$ cat src/rtl/gray_to_bcd_converter_pkg.sv
// Shared definitions for the Gray-switch to two-digit BCD front end:
// FSM encoding, BCD field width and the double-dabble nibble correction.
package gray_to_bcd_converter_pkg;

  typedef enum logic [1:0] {
    ST_IDLE  = 2'd0,
    ST_SHIFT = 2'd1,
    ST_DONE  = 2'd2
  } state_e;

  localparam int         BCD_WIDTH   = 8;
  localparam logic [3:0] ADD3_THRESH = 4'd5;

  // A nibble of 5 or more would overflow past 9 after the next doubling.
  function automatic logic [3:0] add3_adjust(input logic [3:0] nib);
    return (nib >= ADD3_THRESH) ? nib + 4'd3 : nib;
  endfunction

endpackage

$ cat src/rtl/gray_to_bcd_converter_if.sv
// Switch-word input and converted-result outputs of the BCD front end.
// The converter is the slave side; whoever drives the switches is the master.
interface gray_to_bcd_converter_if
  import gray_to_bcd_converter_pkg::*;
#(
  parameter int GRAY_WIDTH = 4
) ();

  logic [GRAY_WIDTH-1:0] gray_i;
  logic [BCD_WIDTH-1:0]  bcd_o;
  logic [GRAY_WIDTH-1:0] bin_o;
  logic                  valid_o;
  logic                  busy_o;

  modport master (output gray_i, input bcd_o, bin_o, valid_o, busy_o);
  modport slave  (input gray_i, output bcd_o, bin_o, valid_o, busy_o);

endinterface

$ cat src/rtl/gray_to_bcd_converter_debouncer.sv
// Two-flop synchronizer plus debounce: the switch word is accepted only
// after it has held the same value for DEBOUNCE_CYCLES clocks.
module gray_input_debouncer
  import gray_to_bcd_converter_pkg::*;
#(
  parameter int GRAY_WIDTH      = 4,
  parameter int DEBOUNCE_CYCLES = 270000
) (
  input  logic                  clk_i,
  input  logic                  rst_i,
  input  logic [GRAY_WIDTH-1:0] gray_i,
  output logic [GRAY_WIDTH-1:0] gray_stable_o
);

  localparam int               CNT_W   = (DEBOUNCE_CYCLES > 1) ? $clog2(DEBOUNCE_CYCLES) : 1;
  localparam logic [CNT_W-1:0] CNT_MAX = CNT_W'(DEBOUNCE_CYCLES - 1);

  logic [GRAY_WIDTH-1:0] sync1_q, sync1_d;
  logic [GRAY_WIDTH-1:0] sync2_q, sync2_d;
  logic [GRAY_WIDTH-1:0] prev_q, prev_d;
  logic [GRAY_WIDTH-1:0] stable_q, stable_d;
  logic [CNT_W-1:0]      cnt_q, cnt_d;

  always_comb begin
    sync1_d  = gray_i;
    sync2_d  = sync1_q;
    prev_d   = sync2_q;
    cnt_d    = cnt_q;
    stable_d = stable_q;
    if (sync2_q != prev_q) begin
      cnt_d = '0;
    end else if (cnt_q != CNT_MAX) begin
      cnt_d = cnt_q + CNT_W'(1);
    end else begin
      stable_d = sync2_q;
    end
  end

  always_ff @(posedge clk_i or negedge rst_i) begin
    if (!rst_i) begin
      sync1_q  <= '0;
      sync2_q  <= '0;
      prev_q   <= '0;
      cnt_q    <= '0;
      stable_q <= '0;
    end else begin
      sync1_q  <= sync1_d;
      sync2_q  <= sync2_d;
      prev_q   <= prev_d;
      cnt_q    <= cnt_d;
      stable_q <= stable_d;
    end
  end

  assign gray_stable_o = stable_q;

endmodule

$ cat src/rtl/gray_to_bcd_converter.sv
// Debounced Gray switch word -> binary -> sequential double-dabble BCD.
// Results are published only from DONE so the display never sees partial digits.
module gray_to_bcd_converter
  import gray_to_bcd_converter_pkg::*;
#(
  parameter int GRAY_WIDTH      = 4,
  parameter int DEBOUNCE_CYCLES = 270000
) (
  input  logic                    clk_i,
  input  logic                    rst_i,
  gray_to_bcd_converter_if.slave  bus
);

  localparam int                SR_W      = BCD_WIDTH + GRAY_WIDTH;
  localparam int                ITER_W    = $clog2(GRAY_WIDTH + 1);
  localparam logic [ITER_W-1:0] ITER_LAST = ITER_W'(GRAY_WIDTH - 1);

  function automatic logic [GRAY_WIDTH-1:0] gray2bin(input logic [GRAY_WIDTH-1:0] g);
    logic [GRAY_WIDTH-1:0] b;
    b[GRAY_WIDTH-1] = g[GRAY_WIDTH-1];
    for (int i = GRAY_WIDTH - 2; i >= 0; i--) begin
      b[i] = b[i+1] ^ g[i];
    end
    return b;
  endfunction

  logic [GRAY_WIDTH-1:0] gray_stable;

  state_e                state_q, state_d;
  logic [GRAY_WIDTH-1:0] gray_last_q, gray_last_d;
  logic [GRAY_WIDTH-1:0] bin_hold_q, bin_hold_d;
  logic [SR_W-1:0]       sr_q, sr_d;
  logic [ITER_W-1:0]     iter_q, iter_d;
  logic [BCD_WIDTH-1:0]  bcd_q, bcd_d;
  logic [GRAY_WIDTH-1:0] bin_q, bin_d;
  logic                  valid_q, valid_d;
  logic [SR_W-1:0]       sr_adj;

  gray_input_debouncer #(
    .GRAY_WIDTH      (GRAY_WIDTH),
    .DEBOUNCE_CYCLES (DEBOUNCE_CYCLES)
  ) u_debouncer (
    .clk_i         (clk_i),
    .rst_i         (rst_i),
    .gray_i        (bus.gray_i),
    .gray_stable_o (gray_stable)
  );

  always_comb begin
    state_d     = state_q;
    gray_last_d = gray_last_q;
    bin_hold_d  = bin_hold_q;
    sr_d        = sr_q;
    iter_d      = iter_q;
    bcd_d       = bcd_q;
    bin_d       = bin_q;
    valid_d     = 1'b0;
    sr_adj      = sr_q;
    case (state_q)
      ST_IDLE: begin
        if (gray_stable != gray_last_q) begin
          gray_last_d = gray_stable;
          bin_hold_d  = gray2bin(gray_stable);
          sr_d        = {{BCD_WIDTH{1'b0}}, gray2bin(gray_stable)};
          iter_d      = '0;
          state_d     = ST_SHIFT;
        end
      end
      ST_SHIFT: begin
        // Correct both digits first, then double the whole {BCD, binary} word.
        sr_adj[SR_W-1 -: 4] = add3_adjust(sr_q[SR_W-1 -: 4]);
        sr_adj[SR_W-5 -: 4] = add3_adjust(sr_q[SR_W-5 -: 4]);
        sr_d   = {sr_adj[SR_W-2:0], 1'b0};
        iter_d = iter_q + ITER_W'(1);
        if (iter_q == ITER_LAST) begin
          state_d = ST_DONE;
        end
      end
      ST_DONE: begin
        bcd_d   = sr_q[SR_W-1 -: BCD_WIDTH];
        bin_d   = bin_hold_q;
        valid_d = 1'b1;
        state_d = ST_IDLE;
      end
      default: state_d = ST_IDLE;
    endcase
  end

  always_ff @(posedge clk_i or negedge rst_i) begin
    if (!rst_i) begin
      state_q     <= ST_IDLE;
      gray_last_q <= '0;
      bin_hold_q  <= '0;
      sr_q        <= '0;
      iter_q      <= '0;
      bcd_q       <= '0;
      bin_q       <= '0;
      valid_q     <= 1'b0;
    end else begin
      state_q     <= state_d;
      gray_last_q <= gray_last_d;
      bin_hold_q  <= bin_hold_d;
      sr_q        <= sr_d;
      iter_q      <= iter_d;
      bcd_q       <= bcd_d;
      bin_q       <= bin_d;
      valid_q     <= valid_d;
    end
  end

  assign bus.bcd_o   = bcd_q;
  assign bus.bin_o   = bin_q;
  assign bus.valid_o = valid_q;
  assign bus.busy_o  = (state_q != ST_IDLE);

endmodule

$ cat src/flat_wrapper.sv
// flat-port wrapper written by rule: the top's interface ports become plain ports
module gray_to_bcd_converter_flat import gray_to_bcd_converter_pkg::*;
#(
  parameter int GRAY_WIDTH      = 4,
  parameter int DEBOUNCE_CYCLES = 270000
)
  (clk_i, rst_i, bus_gray_i, bus_bcd_o, bus_bin_o, bus_valid_o, bus_busy_o);
  gray_to_bcd_converter_if #(.GRAY_WIDTH(GRAY_WIDTH)) bus_i ();
  input  logic clk_i;
  input  logic rst_i;
  input wire logic [$bits(bus_i.gray_i)-1:0] bus_gray_i;
  output wire logic [$bits(bus_i.bcd_o)-1:0] bus_bcd_o;
  output wire logic [$bits(bus_i.bin_o)-1:0] bus_bin_o;
  output wire logic [$bits(bus_i.valid_o)-1:0] bus_valid_o;
  output wire logic [$bits(bus_i.busy_o)-1:0] bus_busy_o;
  assign bus_i.gray_i = bus_gray_i;
  assign bus_bcd_o = bus_i.bcd_o;
  assign bus_bin_o = bus_i.bin_o;
  assign bus_valid_o = bus_i.valid_o;
  assign bus_busy_o = bus_i.busy_o;
  gray_to_bcd_converter #(.GRAY_WIDTH(GRAY_WIDTH), .DEBOUNCE_CYCLES(DEBOUNCE_CYCLES)) u_core (.clk_i(clk_i), .rst_i(rst_i), .bus(bus_i));
endmodule
$ cat config.mk
export PLATFORM = sky130hd
export DESIGN_NAME = gray_to_bcd_converter_flat
export DESIGN_NICKNAME = d
export VERILOG_FILES = /design/src/rtl/gray_to_bcd_converter_pkg.sv /design/src/rtl/gray_to_bcd_converter_if.sv /design/src/rtl/gray_to_bcd_converter_debouncer.sv /design/src/rtl/gray_to_bcd_converter.sv /design/src/flat_wrapper.sv
export SDC_FILE = /design/constraint.sdc
export NUM_CORES = 1
export LEC_CHECK = 0
export CORE_ASPECT_RATIO = 1.1
export CORE_MARGIN = 8
export CORE_UTILIZATION = 55
export DETAILED_ROUTE_END_ITERATION = 12
export PLACE_DENSITY = 0.83
export SYNTH_ARGS = -nofsm -noshare
export SYNTH_HDL_FRONTEND = slang
export SYNTH_SLANG_ARGS = --single-unit
export TNS_END_PERCENT = 50
$ cat constraint.sdc
create_clock -name clk_i -period 3.31 [get_ports clk_i]
set_clock_uncertainty 0.1 [all_clocks]
set_input_delay 0.993 -clock clk_i [delete_from_list [all_inputs] [get_ports clk_i]]
set_output_delay 0.993 -clock clk_i [all_outputs]
set_load 0.02 [all_outputs]
==> flow_summary.ini, run 1 <==
[sta]
fin_ws_ns = 0.4831
hold_viol = 0
clock.fmax_mhz = 353.7
fin_crit_ns = 2.827
finalSetupViolations = 0
final-max-slew-violation-count = 0
maxSlewHeadroom_pct = 44.49
worst_pin_slew_ns = 0.8310
setup_tns_ns = 0
hold_slack_ns = 0.2502
rsz0062_at_grt = no
period_share_pct = 85.40

[setup_path]
reg2reg_depth = 4
cp_max_fo = 5
crit_path_start_kind = flop
cp.arrival_ns = 1.73
crit_type = reg -> out
r2r-end = u_core.u_debouncer.gray_stable_o[3]$_DFFE_PN0P_
required_ns = 2.22
endpoint_kind = output port
worst-r2r-setup-slack_ns = 0.89
r2r_start = u_core.u_debouncer.cnt_q[16]$_DFFE_PN0P_

[min_path]
min_from = u_core.u_debouncer.sync1_q[1]$_DFF_PN0_
min_to = u_core.u_debouncer.prev_d[1]$_DFF_PN0_
hold_depth = 0
hp-class = reg -> reg

[power]
p_int_mw = 1.202
p_leak_nw = 1.698
p_switching_mw = 0.3339
peakVddDrop_mv = 0.3245
p_per_area_nw_per_um2 = 424.5
clkPwrFrac_pct = 39.6
sw_frac_of_total_pct = 21.74
pwr-share-comb_pct = 2.2
seq_power_share_pct = 58.1

[final_layout]
num_antenna_cells = 0
drive_above_1_share_pct = 14.19
layout_commonest_cell = dfrtp_1
fin_cells = 380
multi_input_area_um2 = 1289
n_fill_cell = 475
area_growth_pct = 14.17
layout_common_cells = 72 x dfrtp_1, 19 x nor2_1, 18 x nand2_1, 18 x clkdlybuf4s50_1, 17 x mux2_2
nNetsFinal = 313
seqCellArea_um2 = 1802

[yosys]
syn_area_per_cell_um2 = 11.57
yosysUniqueCellTypes = 41
synth_fp_nets = 288
ys_seq_area_share_pct = 56.85
yosys.area.top_type_share_pct = 56.85
synth_seq_cells = 72
synth.area.top_cells = dfrtp_1 57%, mux2_2 6.0%, ha_1 3.2%
netlist_instances = 274
ys_async_sr_fraction_pct = 100.0
synth_ff_type = dfrtp_1
yosys.area.top_type = dfrtp_1
synth_edf_count = 0
syn_area_um2 = 3169
ys_warn_count = 0

[detailed_routing]
drt_pass1_iterations = 4
via_count = 2106
route.detailed.vias_per_inst = 5.542
routed_wl_um = 5800
drc = 0
wire_per_inst_um = 15.26
drtIter0Drc = 95
route.antenna.remaining_nets = 0

[cts]
cts_resized = 0
cts-root-buf = clkbuf_8
htreeDepth = 3
numCtsBuffers = 9
cts_tree = done
postCtsHoldBufs = 0
clk_path_buf_depth = 2
clock-sinks = 72
cts_setup_buffers = 0
clkTransAtPathRegs_ns = 0.07
clock_latency_ns = 0.34

[job]
max-cap-violations = 0

[placed_design]
hpwl_um = 4030
dp_slack_ns = 0.8362
portBuffers = 19
dp.cells = 365
gp_congestion = 0.8327

[floorplan]
die_w_um = 88.38
start_util_pct = 55.99
die_area_um2 = 8450
io_pins = 20
die_h_um = 95.62
row_count = 29
core-area_um2 = 5660

[global_route]
antenna_found_initial = 0
grt_pass1_vias = 2251
grt_max_degree = 37
overflow = 0
grt_pass1_wl_um = 10060
track_usage_pct = 15.58

[outcome]
status = finished, final reports clean
cells in the mapped netlist (2+ instances only):
cell type / count
a21o_1: 4
a21oi_1: 10
a221o_1: 3
a22o_1: 4
and2_1: 2
and3_1: 2
and4_1: 3
clkbuf_1: 9
dfrtp_1: 72
ha_1: 8
inv_1: 12
mux2_2: 17
mux2i_1: 2
nand2_1: 18
nand2b_1: 4
nand3_1: 9
nand4_1: 7
nor2_1: 19
nor3_1: 4
nor4_1: 3
nor4b_1: 2
o21ai_0: 15
or3_1: 8
xnor2_1: 10
xor2_1: 11
layer usage:
layer / part of all wire [%] / vias to the layer above / GRT usage (%) / wire length, um
met5: 0 / - / 0 / 0
met3: 4.1 / 13 / 3.362 / 240
met4: 2.4 / 0 / 10.30 / 137
met2: 48 / 41 / 24.42 / 2789
li1: - / 1016 / - / -
met1: 45 / 1036 / 18.99 / 2633
layout make-up:
cell class	instances	share of cell area, %
Clock inverter	4	0.5533
Multi-Input combinational cell	181	35.62
Inverter	12	1.245
Timing Repair Buffer	23	5.947
Tap cell	77	2.663
Clock buffer	11	4.184
Sequential cell	72	49.79
kinds of logic after synthesis:
logic type               count (synthesis)  share of synthesized area, %
adder cells (fa/ha/maj)                  8                         3.158
buffers and inverters                   21                         2.487
AND/OR/NAND/NOR                         89                         15.36
AO/OA/AOI/OAI                           43                         8.962
multiplexers                            19                         6.672
flip-flops                              72                         56.85
XOR/XNOR                                22                         6.514
worst max-delay path: stages (launching register included):
cell             delay (ns)
dfrtp_1                0.40
nor2_1                 0.31
inv_1                  0.12
clkdlybuf4s50_1        0.56
how the worst max path moves through the flow:
| stage | from | endpoint | slack [ns] |
|---|---|---|---|
| finish | u_core.state_q[1]$_DFFE_PN0P_ | bus_busy_o | 0.48 |
| CTS | u_core.state_q[1]$_DFFE_PN0P_ | bus_busy_o | 0.45 |
| global placement | u_core.state_q[1]$_DFFE_PN0P_ | bus_busy_o | 0.84 |
| floorplan | u_core.u_debouncer.cnt_q[16]$_DFFE_PN0P_ | u_core.u_debouncer.gray_stable_o[0]$_DFFE_PN0P_ | 1.02 |
| detailed placement | u_core.state_q[1]$_DFFE_PN0P_ | bus_busy_o | 0.84 |
| global route | u_core.state_q[1]$_DFFE_PN0P_ | bus_busy_o | 0.35 |
registers in the layout, indices dropped and copies added (netlist names):
signal and count:
u_core.u_debouncer.sync1_q 4, u_core.bus.bcd_o 8, u_core.u_debouncer.gray_stable_o 4, u_core.bus.bin_o 4
u_core.u_debouncer.prev_q 4, u_core.iter_q 3, u_core.gray_last_q 3, u_core.state_q 2
u_core.bin_hold_q 4, u_core.u_debouncer.cnt_q 19, u_core.u_debouncer.prev_d 4, u_core.sr_q 12
u_core.bus.valid_o 1
power by group through the flow:
stage	combinational [mW]	clock (mW)	sequential [mW]
after CTS	0.0363	0.630	0.893
after detailed placement	0.0362	0	0.910
after global routing	0.0410	0.660	0.893
final	0.0345	0.609	0.893
after floorplan	0.00977	0	0.909
after global placement	0.0353	0	0.909
through the flow:
| stage | total power [mW] | utilization (%) | area (um2) |
|---|---|---|---|
| after detailed placement | 0.9461 | 60.90 | 3447 |
| final | 1.536 | 63.93 | 3618 |
| after global placement | 0.9447 | 60.90 | 3447 |
| after floorplan | 0.9184 | - | 3169 |
| after global routing | 1.594 | 63.93 | 3618 |
| after CTS | 1.559 | 63.93 | 3618 |
No activity file was read; power rests on OpenSTA's default activity.
==> run 2: changes to the inputs <==
- REMOVE_ABC_BUFFERS: default -> 1
- SKIP_LAST_GASP: default -> 1
==> run 2 against run 1 <==
  * Critical path depth unchanged
  * Global-route usage is 0.38 points lower
  * Via count is 0.24% higher
==> flow_summary.ini, run 2 (synthesis results as in run 1) <==
[outcome]
status = finished, final reports clean

[power]
peakVddDrop_mv = 0.5707
p_per_area_nw_per_um2 = 442.9
p_leak_nw = 1.706

[final_layout]
seqCellArea_um2 = 1802
largest_reg_flops = 19
layout_common_cells = 72 x dfrtp_1, 19 x nor2_1, 18 x nand2_1, 18 x clkdlybuf4s50_1, 17 x mux2_2
multi_input_area_um2 = 1289
drive_above_1_share_pct = 13.53
nNetsFinal = 312
fin_cells = 380
layout_commonest_cell = dfrtp_1
area_growth_pct = 15.20
utilization_pct = 64.50
n_fill_cell = 466
max_flop_register = u_core.u_debouncer.cnt_q
num_antenna_cells = 0

[placed_design]
gp_congestion = 0.8501
portBuffers = 19
dp_slack_ns = 0.8077
hpwl_um = 3952
dp.cells = 364

[global_route]
track_usage_pct = 15.20
overflow = 0
grt_pass1_wl_um = 9666
grt_max_degree = 45
grt_pass1_vias = 2138
antenna_found_initial = 0

[cts]
clk_path_buf_depth = 2
clock_latency_ns = 0.34
clkTransAtPathRegs_ns = 0.06
htreeDepth = 3
cts_tree = done
cts_resized = 0
numCtsBuffers = 9
clock-sinks = 72
postCtsHoldBufs = 0
cts-root-buf = clkbuf_8
cts_setup_buffers = 0

[setup_path]
cpMaxStageDelayCell = clkdlybuf4s50_1
worst-r2r-setup-slack_ns = 0.91
required_ns = 2.22
cp_max_fo = 5
r2r_start = u_core.u_debouncer.cnt_q[16]$_DFFE_PN0P_
path_cells = nor2_1, inv_1, clkdlybuf4s50_1
endpoint_kind = output port
reg2reg_depth = 4
cp-endpoint = bus_busy_o
crit_path_start_kind = flop
r2r-end = u_core.u_debouncer.gray_stable_o[1]$_DFFE_PN0P_
startpoint = u_core.state_q[1]$_DFFE_PN0P_
cpPeakStageDelay_ns = 0.57
cp.arrival_ns = 1.78
crit_type = reg -> out

[sta]
rsz0062_at_grt = no
fin_ws_ns = 0.4356
final-max-slew-violation-count = 0
hold_viol = 0
period_share_pct = 86.84
maxSlewHeadroom_pct = 41.91
setup_tns_ns = 0
fin_crit_ns = 2.874
finalSetupViolations = 0
worst_pin_slew_ns = 0.8696
clock.fmax_mhz = 347.9

[detailed_routing]
routed_wl_um = 5679
route.detailed.vias_per_inst = 5.555
drt_pass1_iterations = 4
drtIter0Drc = 210
wire_per_inst_um = 14.94
drc = 0
route.antenna.remaining_nets = 0
via_count = 2111

[min_path]
hp-class = reg -> reg
min_from = u_core.u_debouncer.sync1_q[0]$_DFF_PN0_
hold_depth = 0

[floorplan]
die_w_um = 88.38
die_h_um = 95.62
die_area_um2 = 8450
core-area_um2 = 5660
start_util_pct = 55.99
row_count = 29
io_pins = 20

[job]
max-cap-violations = 0
run 2: critical path: cells and delay by family, from the launching register on:
family	cells	cell delay, ns
buffers and inverters	2	0.70
flip-flops	1	0.40
AND/OR/NAND/NOR	1	0.35
run 2: routing by layer:
metal	part of all wire, %	GRT usage (%)
met3	5.0	5.948
met2	47	22.55
met4	2.3	8.745
met1	46	18.45
met5	0	0
run 2: power by group:
group	leakage, nW	total [mW]	internal [mW]	switching [mW]
clock	0.103	0.688	0.387	0.301
combinational	0.624	0.0357	0.0121	0.0236
sequential	0.978	0.893	0.888	0.00562
run 2: area by class of cell:
type	instances	share of cell area, %
clock buffers	13	4.352
clock inverters	3	1.097
inverters	12	1.234
multi-input cells	181	35.30
flip-flops and latches	72	49.35
well taps	77	2.639
repair buffers	22	6.032
run 2: worst min path at each step:
stage	end	slack, ns
after floorplan	u_core.u_debouncer.prev_d[0]$_DFF_PN0_	0.23
after global placement	u_core.u_debouncer.prev_d[3]$_DFF_PN0_	0.23
after detailed placement	u_core.u_debouncer.prev_d[2]$_DFF_PN0_	0.24
after CTS	u_core.u_debouncer.prev_d[2]$_DFF_PN0_	0.25
after global routing	u_core.u_debouncer.prev_d[2]$_DFF_PN0_	0.26
final	u_core.u_debouncer.prev_d[0]$_DFF_PN0_	0.25
run 2: per-stage QoR:
stage / total power [mW] / instance area [um2] / hold slack (ns)
6_report: 1.617 / 3651 / 0.2538
5_1_grt: 1.683 / 3651 / 0.2637
4_1_cts: 1.637 / 3651 / 0.2519
3_5_place_dp: 0.9477 / 3452 / 0.2364
3_3_place_gp: 0.9458 / 3452 / 0.2318
2_1_floorplan: 0.9177 / 3136 / 0.2312
==> run 3: changes to the inputs <==
- MAX_ROUTING_LAYER: default -> met4
==> run 3 against run 2 <==
  * Die area unchanged
  * Utilization unchanged
  * Clock-buffer cell count unchanged
  * Critical path depth unchanged
  * Global-route usage increased by 0.41 points
  * Critical path type unchanged
  * Highest routed layer unchanged
==> flow_summary.ini, run 3 (synthesis results as in run 1) <==
[cts]
cts_setup_buffers = 0
clk_path_buf_depth = 2
clock-sinks = 72
cts_resized = 0
postCtsHoldBufs = 0
numCtsBuffers = 9
cts-root-buf = clkbuf_8
clkTransAtPathRegs_ns = 0.07
cts_tree = done
clock_latency_ns = 0.34
htreeDepth = 3

[power]
clkPwrFrac_pct = 42.5
peakVddDrop_mv = 0.5701
p_leak_nw = 1.706
p_switching_mw = 0.3289
power_mw = 1.616
sw_frac_of_total_pct = 20.35
seq_power_share_pct = 55.3
p_int_mw = 1.287
pwr-share-comb_pct = 2.2
p_per_area_nw_per_um2 = 442.6

[setup_path]
cp_max_fo = 5
cp.arrival_ns = 1.79
required_ns = 2.22
worst-r2r-setup-slack_ns = 0.89
r2r-end = u_core.u_debouncer.gray_stable_o[1]$_DFFE_PN0P_
endpoint_kind = output port
crit_type = reg -> out
crit_path_start_kind = flop
reg2reg_depth = 4
r2r_start = u_core.u_debouncer.cnt_q[16]$_DFFE_PN0P_

[sta]
fin_ws_ns = 0.4240
rsz0062_at_grt = no
maxSlewHeadroom_pct = 41.36
period_share_pct = 87.19
hold_viol = 0
final-max-slew-violation-count = 0
finalSetupViolations = 0
fin_crit_ns = 2.886
clock.fmax_mhz = 346.5
worst_pin_slew_ns = 0.8778
setup_tns_ns = 0

[floorplan]
start_util_pct = 55.99
row_count = 29
core-area_um2 = 5660
io_pins = 20
die_w_um = 88.38
die_area_um2 = 8450
die_h_um = 95.62

[detailed_routing]
route.antenna.remaining_nets = 0
route.detailed.vias_per_inst = 5.626
routed_wl_um = 5670
drt_pass1_iterations = 6
drc = 0
via_count = 2138
wire_per_inst_um = 14.92
drtIter0Drc = 200

[min_path]
hold_depth = 0
min_from = u_core.u_debouncer.sync1_q[2]$_DFF_PN0_
min_to = u_core.u_debouncer.prev_d[2]$_DFF_PN0_
hp-class = reg -> reg

[job]
max-cap-violations = 0

[placed_design]
portBuffers = 19
hpwl_um = 3952
dp_slack_ns = 0.8077
gp_congestion = 0.8635

[final_layout]
multi_input_area_um2 = 1289
largest_reg_flops = 19
layout_common_cells = 72 x dfrtp_1, 19 x nor2_1, 18 x nand2_1, 18 x clkdlybuf4s50_1, 17 x mux2_2
seqCellArea_um2 = 1802
num_antenna_cells = 0
nNetsFinal = 312
drive_above_1_share_pct = 13.53
max_flop_register = u_core.u_debouncer.cnt_q
layout_commonest_cell = dfrtp_1
n_fill_cell = 466
area_growth_pct = 15.20

[global_route]
grt_pass1_vias = 2138
grt_pass1_wl_um = 9646
use_met3_pct = 5.690
top_usage_layer = met2
grt_max_degree = 45
overflow = 0
grt_util_met2_pct = 22.62
track_usage_pct = 15.61
grt_use_met1_pct = 18.40
antenna_found_initial = 0

[outcome]
status = finished, final reports clean
[run 3: cell counts in the layout (fill, tap and decap cells not counted)]
Identical to the previous run, type by type.
[run 3: power groups by stage]
stage	registers (mW)	logic (mW)	clock network, mW
after floorplan	0.909	0.00912	0
after global placement	0.909	0.0364	0
after detailed placement	0.910	0.0374	0
after CTS	0.893	0.0374	0.706
after global routing	0.894	0.0417	0.747
final	0.893	0.0353	0.687
[run 3: worst max path at each step]
stage,start,endpoint,depth (start not counted)
final,u_core.state_q[1]$_DFFE_PN0P_,bus_busy_o,3
after global routing,u_core.state_q[1]$_DFFE_PN0P_,bus_busy_o,3
after CTS,u_core.state_q[1]$_DFFE_PN0P_,bus_busy_o,3
after detailed placement,u_core.state_q[1]$_DFFE_PN0P_,bus_busy_o,3
after global placement,u_core.state_q[1]$_DFFE_PN0P_,bus_busy_o,3
after floorplan,u_core.u_debouncer.cnt_q[16]$_DFFE_PN0P_,u_core.u_debouncer.gray_stable_o[0]$_DFFE_PN0P_,4
[run 3: metal layers]
metal	wire, um	vias up
met2	2678	61
met3	284	11
met1	2581	1047
met5	0	-
li1	-	1019
met4	125	0
[run 3: worst max-delay path: stages (launching register included)]
cell and delay (ns):
dfrtp_1 0.40, nor2_1 0.35, inv_1 0.13, clkdlybuf4s50_1 0.57
[run 3: cell type report]
cell class | instances | share of cell area (%)
timing repair buffer | 22 | 6.032
sequential | 72 | 49.35
inverter | 12 | 1.234
clock inverter | 3 | 1.097
tap | 77 | 2.639
multi-input combinational | 181 | 35.30
clock buffer | 13 | 4.352
[run 3: per-stage QoR]
step	utilization [%]	hold WS, ns	cell area, um2	cells
2_1_floorplan	-	0.2312	3136	265
3_3_place_gp	60.99	0.2318	3452	364
3_5_place_dp	60.99	0.2364	3452	364
4_1_cts	64.50	0.2519	3651	380
5_1_grt	64.50	0.2630	3651	380
6_report	64.50	0.2512	3651	380
